### src/rtl/display_arbiter_if.sv
// Requester-side display bus of the display arbiter: requests, per-requester
// segment/LED payloads, and the registered grant and pin outputs.
interface display_arbiter_if #(
  parameter int unsigned N_REQ = 2
);
  logic [N_REQ-1:0]    req;
  logic [32*N_REQ-1:0] req_hex30;
  logic [16*N_REQ-1:0] req_hex54;
  logic [10*N_REQ-1:0] req_leds;
  logic [N_REQ-1:0]    grant;
  logic                locked;
  logic [31:0]         hex30_export;
  logic [15:0]         hex54_export;
  logic [9:0]          leds_export;

  modport master (
    output req, req_hex30, req_hex54, req_leds,
    input  grant, locked, hex30_export, hex54_export, leds_export
  );

  modport slave (
    input  req, req_hex30, req_hex54, req_leds,
    output grant, locked, hex30_export, hex54_export, leds_export
  );
endinterface

### src/rtl/display_arbiter.sv
// Round-robin owner of the 7-segment digits and LEDs, with a minimum hold time,
// and debounced push keys for manual lock (KEY0), advance (KEY1) and clear (KEY3).
module display_arbiter #(
  parameter int unsigned N_REQ           = 2,
  parameter int unsigned HOLD_CYCLES     = 50000000,
  parameter int unsigned DEBOUNCE_CYCLES = 1000000
) (
  input  logic             clk_clk,
  input  logic             reset_reset_n,
  input  logic [3:0]       keys_n,
  display_arbiter_if.slave bus
);
  localparam int unsigned OW = (N_REQ > 1) ? $clog2(N_REQ) : 1;
  localparam int unsigned HW = $clog2(HOLD_CYCLES + 1);
  localparam int unsigned DW = $clog2(DEBOUNCE_CYCLES);

  localparam logic [1:0] S_IDLE   = 2'd0;
  localparam logic [1:0] S_GRANT  = 2'd1;
  localparam logic [1:0] S_LOCKED = 2'd2;

  localparam logic [OW-1:0] LAST_IDX = OW'(N_REQ - 1);
  localparam logic [HW-1:0] HOLD_MAX = HW'(HOLD_CYCLES);
  localparam logic [DW-1:0] DB_MAX   = DW'(DEBOUNCE_CYCLES - 1);

  logic [3:0]    sync1, sync2, db;
  logic [DW-1:0] db_cnt [4];
  logic [3:0]    press_c;

  logic [1:0]    state, state_n;
  logic [OW-1:0] owner, owner_n;
  logic [HW-1:0] hold_cnt, hold_n;
  logic [OW-1:0] nxt_any, nxt_oth;
  logic          any_req, oth_req;

  // Press = the debounced level is about to fall this cycle.
  always_comb begin
    for (int i = 0; i < 4; i++) begin
      press_c[i] = db[i] & ~sync2[i] & (db_cnt[i] == DB_MAX);
    end
  end

  always_ff @(posedge clk_clk or negedge reset_reset_n) begin
    if (!reset_reset_n) begin
      sync1 <= 4'hF;
      sync2 <= 4'hF;
      db    <= 4'hF;
      for (int i = 0; i < 4; i++) db_cnt[i] <= '0;
    end else begin
      sync1 <= keys_n;
      sync2 <= sync1;
      for (int i = 0; i < 4; i++) begin
        if (sync2[i] == db[i]) begin
          db_cnt[i] <= '0;
        end else if (db_cnt[i] == DB_MAX) begin
          db[i]     <= sync2[i];
          db_cnt[i] <= '0;
        end else begin
          db_cnt[i] <= db_cnt[i] + DW'(1);
        end
      end
    end
  end

  // Round-robin scan from owner+1; the owner itself is considered last (any) or never (oth).
  always_comb begin
    logic [OW-1:0] idx;
    idx     = '0;
    nxt_any = owner;
    nxt_oth = owner;
    any_req = 1'b0;
    oth_req = 1'b0;
    for (int unsigned k = 1; k <= N_REQ; k++) begin
      idx = OW'((32'(owner) + k) % N_REQ);
      if (bus.req[idx] && !any_req) begin
        nxt_any = idx;
        any_req = 1'b1;
      end
      if ((k < N_REQ) && bus.req[idx] && !oth_req) begin
        nxt_oth = idx;
        oth_req = 1'b1;
      end
    end
  end

  always_comb begin
    logic [HW-1:0] hold_inc;
    state_n  = state;
    owner_n  = owner;
    hold_n   = hold_cnt;
    hold_inc = (hold_cnt == HOLD_MAX) ? hold_cnt : hold_cnt + HW'(1);
    if (press_c[3]) begin
      state_n = S_IDLE;
      hold_n  = '0;
    end else begin
      case (state)
        S_IDLE: begin
          if (press_c[0]) begin
            state_n = S_LOCKED;
            owner_n = '0;
          end else if (!(|press_c[2:1]) && any_req) begin
            state_n = S_GRANT;
            owner_n = nxt_any;
            hold_n  = '0;
          end
        end
        S_GRANT: begin
          if (press_c[0]) begin
            state_n = S_LOCKED;
            hold_n  = '0;
          end else if (|press_c[2:1]) begin
            hold_n = hold_inc;
          end else if (!bus.req[owner]) begin
            hold_n = '0;
            if (oth_req) owner_n = nxt_oth;
            else         state_n = S_IDLE;
          end else if ((hold_cnt == HOLD_MAX) && oth_req) begin
            owner_n = nxt_oth;
            hold_n  = '0;
          end else begin
            hold_n = hold_inc;
          end
        end
        S_LOCKED: begin
          if (press_c[0]) begin
            state_n = S_GRANT;
            hold_n  = '0;
          end else if (press_c[1]) begin
            owner_n = (owner == LAST_IDX) ? '0 : owner + OW'(1);
          end
        end
        default: begin
          state_n = S_IDLE;
          hold_n  = '0;
        end
      endcase
    end
  end

  // Outputs follow the next-state owner so grant and data change together.
  always_ff @(posedge clk_clk or negedge reset_reset_n) begin
    if (!reset_reset_n) begin
      state            <= S_IDLE;
      owner            <= '0;
      hold_cnt         <= '0;
      bus.grant        <= '0;
      bus.locked       <= 1'b0;
      bus.hex30_export <= 32'h7F7F7F7F;
      bus.hex54_export <= 16'h7F7F;
      bus.leds_export  <= 10'h0;
    end else begin
      state      <= state_n;
      owner      <= owner_n;
      hold_cnt   <= hold_n;
      bus.locked <= (state_n == S_LOCKED);
      if (state_n == S_IDLE) begin
        bus.grant        <= '0;
        bus.hex30_export <= 32'h7F7F7F7F;
        bus.hex54_export <= 16'h7F7F;
        bus.leds_export  <= 10'h0;
      end else begin
        bus.grant        <= N_REQ'(1) << owner_n;
        bus.hex30_export <= bus.req_hex30[32*owner_n +: 32];
        bus.hex54_export <= bus.req_hex54[16*owner_n +: 16];
        bus.leds_export  <= bus.req_leds[10*owner_n +: 10];
      end
    end
  end
endmodule
### src/flat_wrapper.sv
// flat-port wrapper written by rule: the top's interface ports become plain ports
module display_arbiter_flat 
#(
  parameter int unsigned N_REQ           = 2,
  parameter int unsigned HOLD_CYCLES     = 50000000,
  parameter int unsigned DEBOUNCE_CYCLES = 1000000
)
  (clk_clk, reset_reset_n, keys_n, bus_req, bus_req_hex30, bus_req_hex54, bus_req_leds, bus_grant, bus_locked, bus_hex30_export, bus_hex54_export, bus_leds_export);
  display_arbiter_if #(.N_REQ(N_REQ)) bus_i ();
  input  logic clk_clk;
  input  logic reset_reset_n;
  input  logic [3:0] keys_n;
  input wire logic [$bits(bus_i.req)-1:0] bus_req;
  input wire logic [$bits(bus_i.req_hex30)-1:0] bus_req_hex30;
  input wire logic [$bits(bus_i.req_hex54)-1:0] bus_req_hex54;
  input wire logic [$bits(bus_i.req_leds)-1:0] bus_req_leds;
  output wire logic [$bits(bus_i.grant)-1:0] bus_grant;
  output wire logic [$bits(bus_i.locked)-1:0] bus_locked;
  output wire logic [$bits(bus_i.hex30_export)-1:0] bus_hex30_export;
  output wire logic [$bits(bus_i.hex54_export)-1:0] bus_hex54_export;
  output wire logic [$bits(bus_i.leds_export)-1:0] bus_leds_export;
  assign bus_i.req = bus_req;
  assign bus_i.req_hex30 = bus_req_hex30;
  assign bus_i.req_hex54 = bus_req_hex54;
  assign bus_i.req_leds = bus_req_leds;
  assign bus_grant = bus_i.grant;
  assign bus_locked = bus_i.locked;
  assign bus_hex30_export = bus_i.hex30_export;
  assign bus_hex54_export = bus_i.hex54_export;
  assign bus_leds_export = bus_i.leds_export;
  display_arbiter #(.N_REQ(N_REQ), .HOLD_CYCLES(HOLD_CYCLES), .DEBOUNCE_CYCLES(DEBOUNCE_CYCLES)) u_core (.clk_clk(clk_clk), .reset_reset_n(reset_reset_n), .keys_n(keys_n), .bus(bus_i));
endmodule
### config.mk
export PLATFORM = sky130hd
export DESIGN_NAME = display_arbiter_flat
export DESIGN_NICKNAME = d
export VERILOG_FILES = /design/src/rtl/display_arbiter_if.sv /design/src/rtl/display_arbiter.sv /design/src/flat_wrapper.sv
export SDC_FILE = /design/constraint.sdc
export NUM_CORES = 1
export LEC_CHECK = 0
export BUFFER_PORTS_ARGS = -buffer_cell sky130_fd_sc_hd__buf_2
export CAP_MARGIN = 15
export CELL_PAD_IN_SITES_DETAIL_PLACEMENT = 1
export CELL_PAD_IN_SITES_GLOBAL_PLACEMENT = 1
export CORE_AREA = 4 4 137 238
export DETAILED_ROUTE_END_ITERATION = 6
export DIE_AREA = 0 0 141 242
export GPL_ROUTABILITY_DRIVEN = 0
export PLACE_DENSITY_LB_ADDON = 0.1
export REMOVE_ABC_BUFFERS = 1
export SYNTH_ARGS = -nofsm -noshare
export SYNTH_HDL_FRONTEND = slang
export SYNTH_SLANG_ARGS = --single-unit
### constraint.sdc
create_clock -name clk_clk -period 3.5 [get_ports clk_clk]
set_input_delay 0.525 -clock clk_clk [delete_from_list [all_inputs] [get_ports clk_clk]]
set_output_delay 0.525 -clock clk_clk [all_outputs]
set_load 0.005 [all_outputs]
======== Word-level counts from Yosys, hierarchy flattened ========
Cells that the tools add are included.
cells by class
  $add $sub $neg .......................... 8
  bitwise logic cells ..................... 16
  eq/ne operators ......................... 15
  reductions and logical operators ........ 13
  shift-type cells ........................ 4
  divide/modulo/power cells ............... 0
  magnitude comparators ................... 3
  muxes and demuxes ....................... 53
  $mul .................................... 1
operators with widths
  operator               number
  $mux 26                9
  $mux 20                8
  $add 20x1->20 const B  4
  $eq 20x20->1 const B   4
  $pmux 26 s3            1
  $shiftx 64x7->32       1
  $mux 32                1
  $shiftx 32x6->16       1
  $add 26x1->26 const B  1
  $eq 26x26->1 const B   1
  $mux 1                 21
  $shiftx 20x6->10       1
  $mux 2                 9
  $mux 16                1
  $mux 10                1
  $and 1x1->1            8
  $not 1->1              8
  $reduce_and 2->1       4
  $lt 1x2->1 const B     3
  $ne 3x1->1 const B     2
  $pmux 2 s3             1
  $eq 1x1->1             4
  $eq 2x2->1 const B     2
  $logic_not 2->1        2
  10 further kinds       15
storage, ports and cells
  word-level logic and storage cells ...... 131
  RAM bits ................................ 0
  memories kept ........................... 0
  register bits after elaboration ......... 182
  latch bits .............................. 0
  output and inout port bits .............. 61
  bits in read-only memories .............. 0

======== Logic depth before layout (Yosys ltp) ========
  depth after elaboration ................. 15
  gate-level depth with buffers ........... 12
  gate-level depth less buffers ........... 9

======== Worst setup path after synthesis ========
No wires, ideal clock.
  kind .................................... register -> register
  start ................................... register u_core.db_cnt[47] (netlist bit)
  end ..................................... register u_core.bus.hex30_export[0]
  clock period less this slack ............ 2.540 ns
  arrival ................................. 2.465 ns
  slack ................................... 0.960 ns
  stages on the path, launching flop included .. 11
  library setup time ...................... 0.075 ns
  buffers on the path ..................... 3
  cells stage by stage .................... dfrtp_1 or4_4 nor4_4 and2_1 a32oi_1 a31o_1 buf_6 or2_1 buf_6 buf_12 o211ai_2
between the ends
  word-level cells in the longest chain between the ends .. 11
  elaborated cells between the ends (all ways) .. 22
  classes of those cells .................. eq/ne (1); shift (1); mux (15); bitwise (1); reduce/logical (4)
RTL lines
  element                                              RTL line                                        source
  start: declaration                                   display_arbiter.sv:26                           logic [DW-1:0] db_cnt [4];
  start signal: indexed assignment                     display_arbiter.sv:58                           db_cnt[i] <= db_cnt[i] + DW'(1);
  $eq 20x20->1 (*)                                     display_arbiter.sv:38                           press_c[i] = db[i] & ~sync2[i] & (db_cnt[i] == DB_MAX);
  $and 1x1->1 (*)                                      display_arbiter.sv:38
  $reduce_or 2->1                                      display_arbiter.sv:100, display_arbiter.sv:110
  $logic_not 1->1                                      display_arbiter.sv:100                          end else if (!(|press_c[2:1]) && any_req) begin
  $logic_and 1x1->1                                    display_arbiter.sv:100
  $mux 1 or $mux 2 (tied branches)                     display_arbiter.sv:100
  $mux 1 or $mux 2 (tied branches)                     display_arbiter.sv:97                           if (press_c[0]) begin
  $pmux 1 s3 or $pmux 2 s3 (tied branches)             display_arbiter.sv:95                           case (state)
  $mux 1 or $mux 2 (tied branches)                     display_arbiter.sv:91                           if (press_c[3]) begin
  $shiftx 64x7->32 or $logic_not 2->1 (tied branches)  display_arbiter.sv:162, display_arbiter.sv:155
  $mux 32 (*)                                          display_arbiter.sv:155                          if (state_n == S_IDLE) begin
  end signal: assignment                               display_arbiter.sv:162                          bus.hex30_export <= bus.req_hex30[32*owner_n +: 32];
  end: declaration                                     display_arbiter_if.sv:23                        output grant, locked, hex30_export, hex54_export, leds_export
Every way passes the cells marked *; elsewhere a longest branch is shown, timed or not.
A chain may end at the register's enable or synchronous reset.

======== Worst setup path in the final report ========
  start ................................... register u_core.db_cnt[73] (netlist bit)
  end ..................................... register u_core.bus.hex30_export[2]
between the ends
  word-level cells in the longest chain between the ends .. 7
  elaborated cells between the ends (all ways) .. 15
  classes of those cells .................. eq/ne (1); shift (1); mux (11); bitwise (1); reduce/logical (1)
RTL lines
  element                                              RTL line                                        source
  $eq 20x20->1 (*)                                     display_arbiter.sv:38
  $and 1x1->1 (*)                                      display_arbiter.sv:38
  $mux 1 (tied with other cells)                       display_arbiter.sv:124                          if (press_c[0]) begin
  $pmux 1 s3 or $pmux 2 s3 (tied branches)             display_arbiter.sv:95
  $mux 1 or $mux 2 (tied branches)                     display_arbiter.sv:91
  $shiftx 64x7->32 or $logic_not 2->1 (tied branches)  display_arbiter.sv:162, display_arbiter.sv:155
  $mux 32 (*)                                          display_arbiter.sv:155
Marks and branches as above.

==> impl_metrics.csv <==
group,metric,value,unit
finish,fillers,3542,
worst_setup_path,setup.worst_path.end_class,"flip-flop",
floorplanning,num_rows,85,
worst_setup_path,critPathSlowestCell,"o21ai_0",
synthesis,yosys.area.top_type_share,0.351,
place,port-buffer-count,184,
clock_tree,cts.path.max_buffers,2,
worst_setup_path,cp.required,3870,ps
sta,tightest_slew,822,ps
synthesis,ys_warn_count,0,
route,vias_per_cell,4.88,
synthesis,syn_inst,909,
route,detail_route.wl_per_cell,18.1,um
floorplanning,start_util,0.298,
sta,fin_crit,3130,ps
finish,diodes,0,
clock_tree,postCtsHoldBufs,0,
clock_tree,post_cts_buffers,0,
worst_setup_path,crit_buf_inv,2,
clock_tree,cts_sinks,182,
synthesis,synth.distinct_cells,60,
synthesis,yosysSeqAreaShare,0.506,
worst_setup_path,cp.arrival,3510,ps
pwr,p_total,5.05,mW
worst_setup_path,critPathMaxStageDelay,560,ps
worst_setup_path,critPathTopFamily,"simple AND/OR/NAND/NOR gates",
global_routing,grt_max_degree,91,
synthesis,synth_area,0.00913,sq mm
finish,design_area,0.0111,sq mm
sta,clock-skew-final,10.4,ps
sta,slew_headroom,0.452,
worst_setup_path,cp_common_cell,"buf_4",
synthesis,synth-seq-cells,182,
finish,drive_above_1_share,0.313,
global_routing,grt_pass1_wl,44100,um
synthesis,synth_edf_count,0,
clock_tree,cts_made_buffers,17,
finish,layout_commonest_cell,"buf_2",
sta,slew_viol_final,0,
global_routing,gr-total-overflow,0,
route,route.vias.total,7298,
floorplanning,dieArea,0.0341,sq mm
min_path,hold_path.class,"primary input to asynchronous set/reset pin",
sta,rsz0062_at_grt,"no",
floorplanning,io_pins,185,
finish,fin_nets,1224,
route,wl,27000,um
global_routing,grt_pass1_vias,8227,
route,ant_nets,0,
worst_setup_path,path_class,"flip-flop to flip-flop",
worst_setup_path,path_cells,"nor4b_1, nand3_1, o21ai_0, nor3_1, a31o_1, buf_4, or2_2, buf_4, o211ai_2",
clock_tree,clk_latency,450,ps
global_routing,antenna_found_initial,0,
clock_tree,cts-root-buf,"clkbuf_16",
pwr,peakVddDrop,0.338,mV
finish,finalNonFillerCells,1494,
synthesis,synth_area_leaders,"dfrtp_1 (35%), dfstp_2 (16%), o211ai_2 (5.5%), nor2_1 (4.4%), xor2_1 (4.2%)",
status,status,"finished clean",
flow_run,cap_violations,0,
clock_tree,cts_max_level,4,
synthesis,synth_flop_cell,"dfrtp_1",
synthesis,yosysTopAreaCell,"dfrtp_1",
finish,syn_to_final_growth,21.5,%
route,drt_iter0_markers,220,
clock_tree,clk_pin_slew_worst_paths,70,ps
synthesis,avgSynthCellArea,10.0,sq um
pwr,power_density,455,mW/mm^2
sta,hold_violations,0,
sta,finalSetupViolCount,0,
floorplanning,fp.dieH,242,um
floorplanning,core_area,0.0306,sq mm
synthesis,synth_async_sr_flop_share,1.00,
sta,period_share,0.896,
worst_setup_path,crit_path_start_kind,"flip-flop",
sta,tns,0,ps
place,dp_cells,1462,
global_routing,grt_use_total,0.163,
route,firstDrtPassIters,4,
worst_setup_path,path_max_fanout,17,
pwr,total_leakage_power,5.09,nW
clock_tree,cts_tree,"done",
place,placed_area,0.0105,sq mm
finish,final_cell_mix,"buf_2 (183), dfrtp_1 (128), nor2_1 (107)",
clock_tree,ctsResizeCount,0,
sta,timing.fmax,0.319,GHz
route,drc,0,
floorplanning,die_x,141,um
place,dp_hpwl,20300,um
-- metrics by stage --
step / util / hold slack, ps / setup WS [ps]
2_1_floorplan: - / 229 / -1800
3_3_place_gp: 0.343 / 347 / 363
3_5_place_dp: 0.343 / 347 / 370
4_1_cts: 0.362 / 136 / 347
5_1_grt: 0.362 / 145 / 83.3
6_report: 0.362 / 148 / 365
-- flip-flops by register name (all words and copies together) (netlist names) --
signal	count
u_core.bus.locked	1
u_core.db_cnt	80
u_core.bus.hex30_export	32
u_core.bus.grant	2
u_core.hold_cnt	26
u_core.sync1	4
u_core.db	4
u_core.state	2
u_core.sync2	4
u_core.owner	1
u_core.bus.hex54_export	16
u_core.bus.leds_export	10
-- layout make-up --
class / instances / area (sq um) / area share
repair buffers: 205 / 1120 / 0.101
clock inverters: 14 / 174 / 0.0157
flip-flops and latches: 182 / 4620 / 0.416
multi-input cells: 621 / 4020 / 0.362
inverters: 63 / 236 / 0.0213
clock buffers: 18 / 429 / 0.0387
well taps: 391 / 489 / 0.0441
-- final timing paths --
kind | slack, ps | cells past startpoint | to | startpoint
max in group asynchronous | 2430 | 2 | u_core.bus.hex54_export[11] | reset_reset_n
min in group clk_clk | 170 | 1 | u_core.sync1[2] | keys_n[2]
worst min register to register | 360 | 0 | u_core.sync2[3] | u_core.sync1[3]
worst max-delay path | 370 | 9 | u_core.bus.hex30_export[2] | u_core.db_cnt[73]
worst max register to register | 370 | 9 | u_core.bus.hex30_export[2] | u_core.db_cnt[73]
worst min-delay path | 150 | 1 | u_core.db_cnt[56] | reset_reset_n
-- Yosys cell counts, drive strengths merged (2+ instances only) --
| cell type | instances |
|---|---|
| xnor2 | 29 |
| and2 | 8 |
| dfstp | 54 |
| nand3 | 34 |
| or3 | 18 |
| nor2b | 3 |
| dfrtp | 128 |
| nor4bb | 2 |
| nor3 | 14 |
| o21ai | 77 |
| ha | 10 |
| o211ai | 45 |
| buf | 19 |
| or2 | 3 |
| nor2 | 109 |
| o2bb2ai | 3 |
| o2111ai | 8 |
| nand2b | 7 |
| or4 | 4 |
| and4 | 6 |
| a21oi | 24 |
| o31ai | 5 |
| nand4b | 5 |
| nand2 | 77 |
| nand4 | 9 |
| nor4b | 4 |
| a211oi | 3 |
| and3 | 26 |
| inv | 63 |
| a22o | 3 |
| or4b | 4 |
| a31oi | 2 |
| o22ai | 2 |
| mux2i | 18 |
| xor2 | 44 |
| a32oi | 2 |
| nor4 | 6 |
| clkbuf | 24 |
-- routing by layer --
metal / global-route usage / part of all wire / vias to the layer above
li1: - / - / 3480
met2: 0.316 / 0.57 / 131
met3: 0.0407 / 0.043 / 28
met1: 0.165 / 0.36 / 3659
met5: 0 / 0 / -
met4: 0.0579 / 0.022 / 0
-- cells by family (layout without fill, tap and decap cells) --
| family | after synthesis | in the layout | share of synthesized area |
|---|---|---|---|
| fa+ha+maj | 10 | 10 | 0.0137 |
| compound gates | 179 | 179 | 0.145 |
| simple gates | 341 | 341 | 0.190 |
| flops | 182 | 182 | 0.506 |
| buf+inv | 106 | 300 | 0.0558 |
| mux | 18 | 18 | 0.0197 |
| xor+xnor | 73 | 73 | 0.0700 |
-- report_power, final --
part	leakage, nW	switching [mW]	internal, mW
sequential	2.31	0.0550	2.29
combinational	2.50	0.405	0.282
clock	0.283	0.892	1.13
-- worst reg2reg max path, stage by stage, from the launching register on --
cell and delay, ps:
dfrtp_1 460, nor4b_1 410, nand3_1 250, o21ai_0 560, nor3_1 130, a31o_1 280
buf_4 220, or2_2 350, buf_4 240, o211ai_2 170
Power figures use the tool's default switching activity.
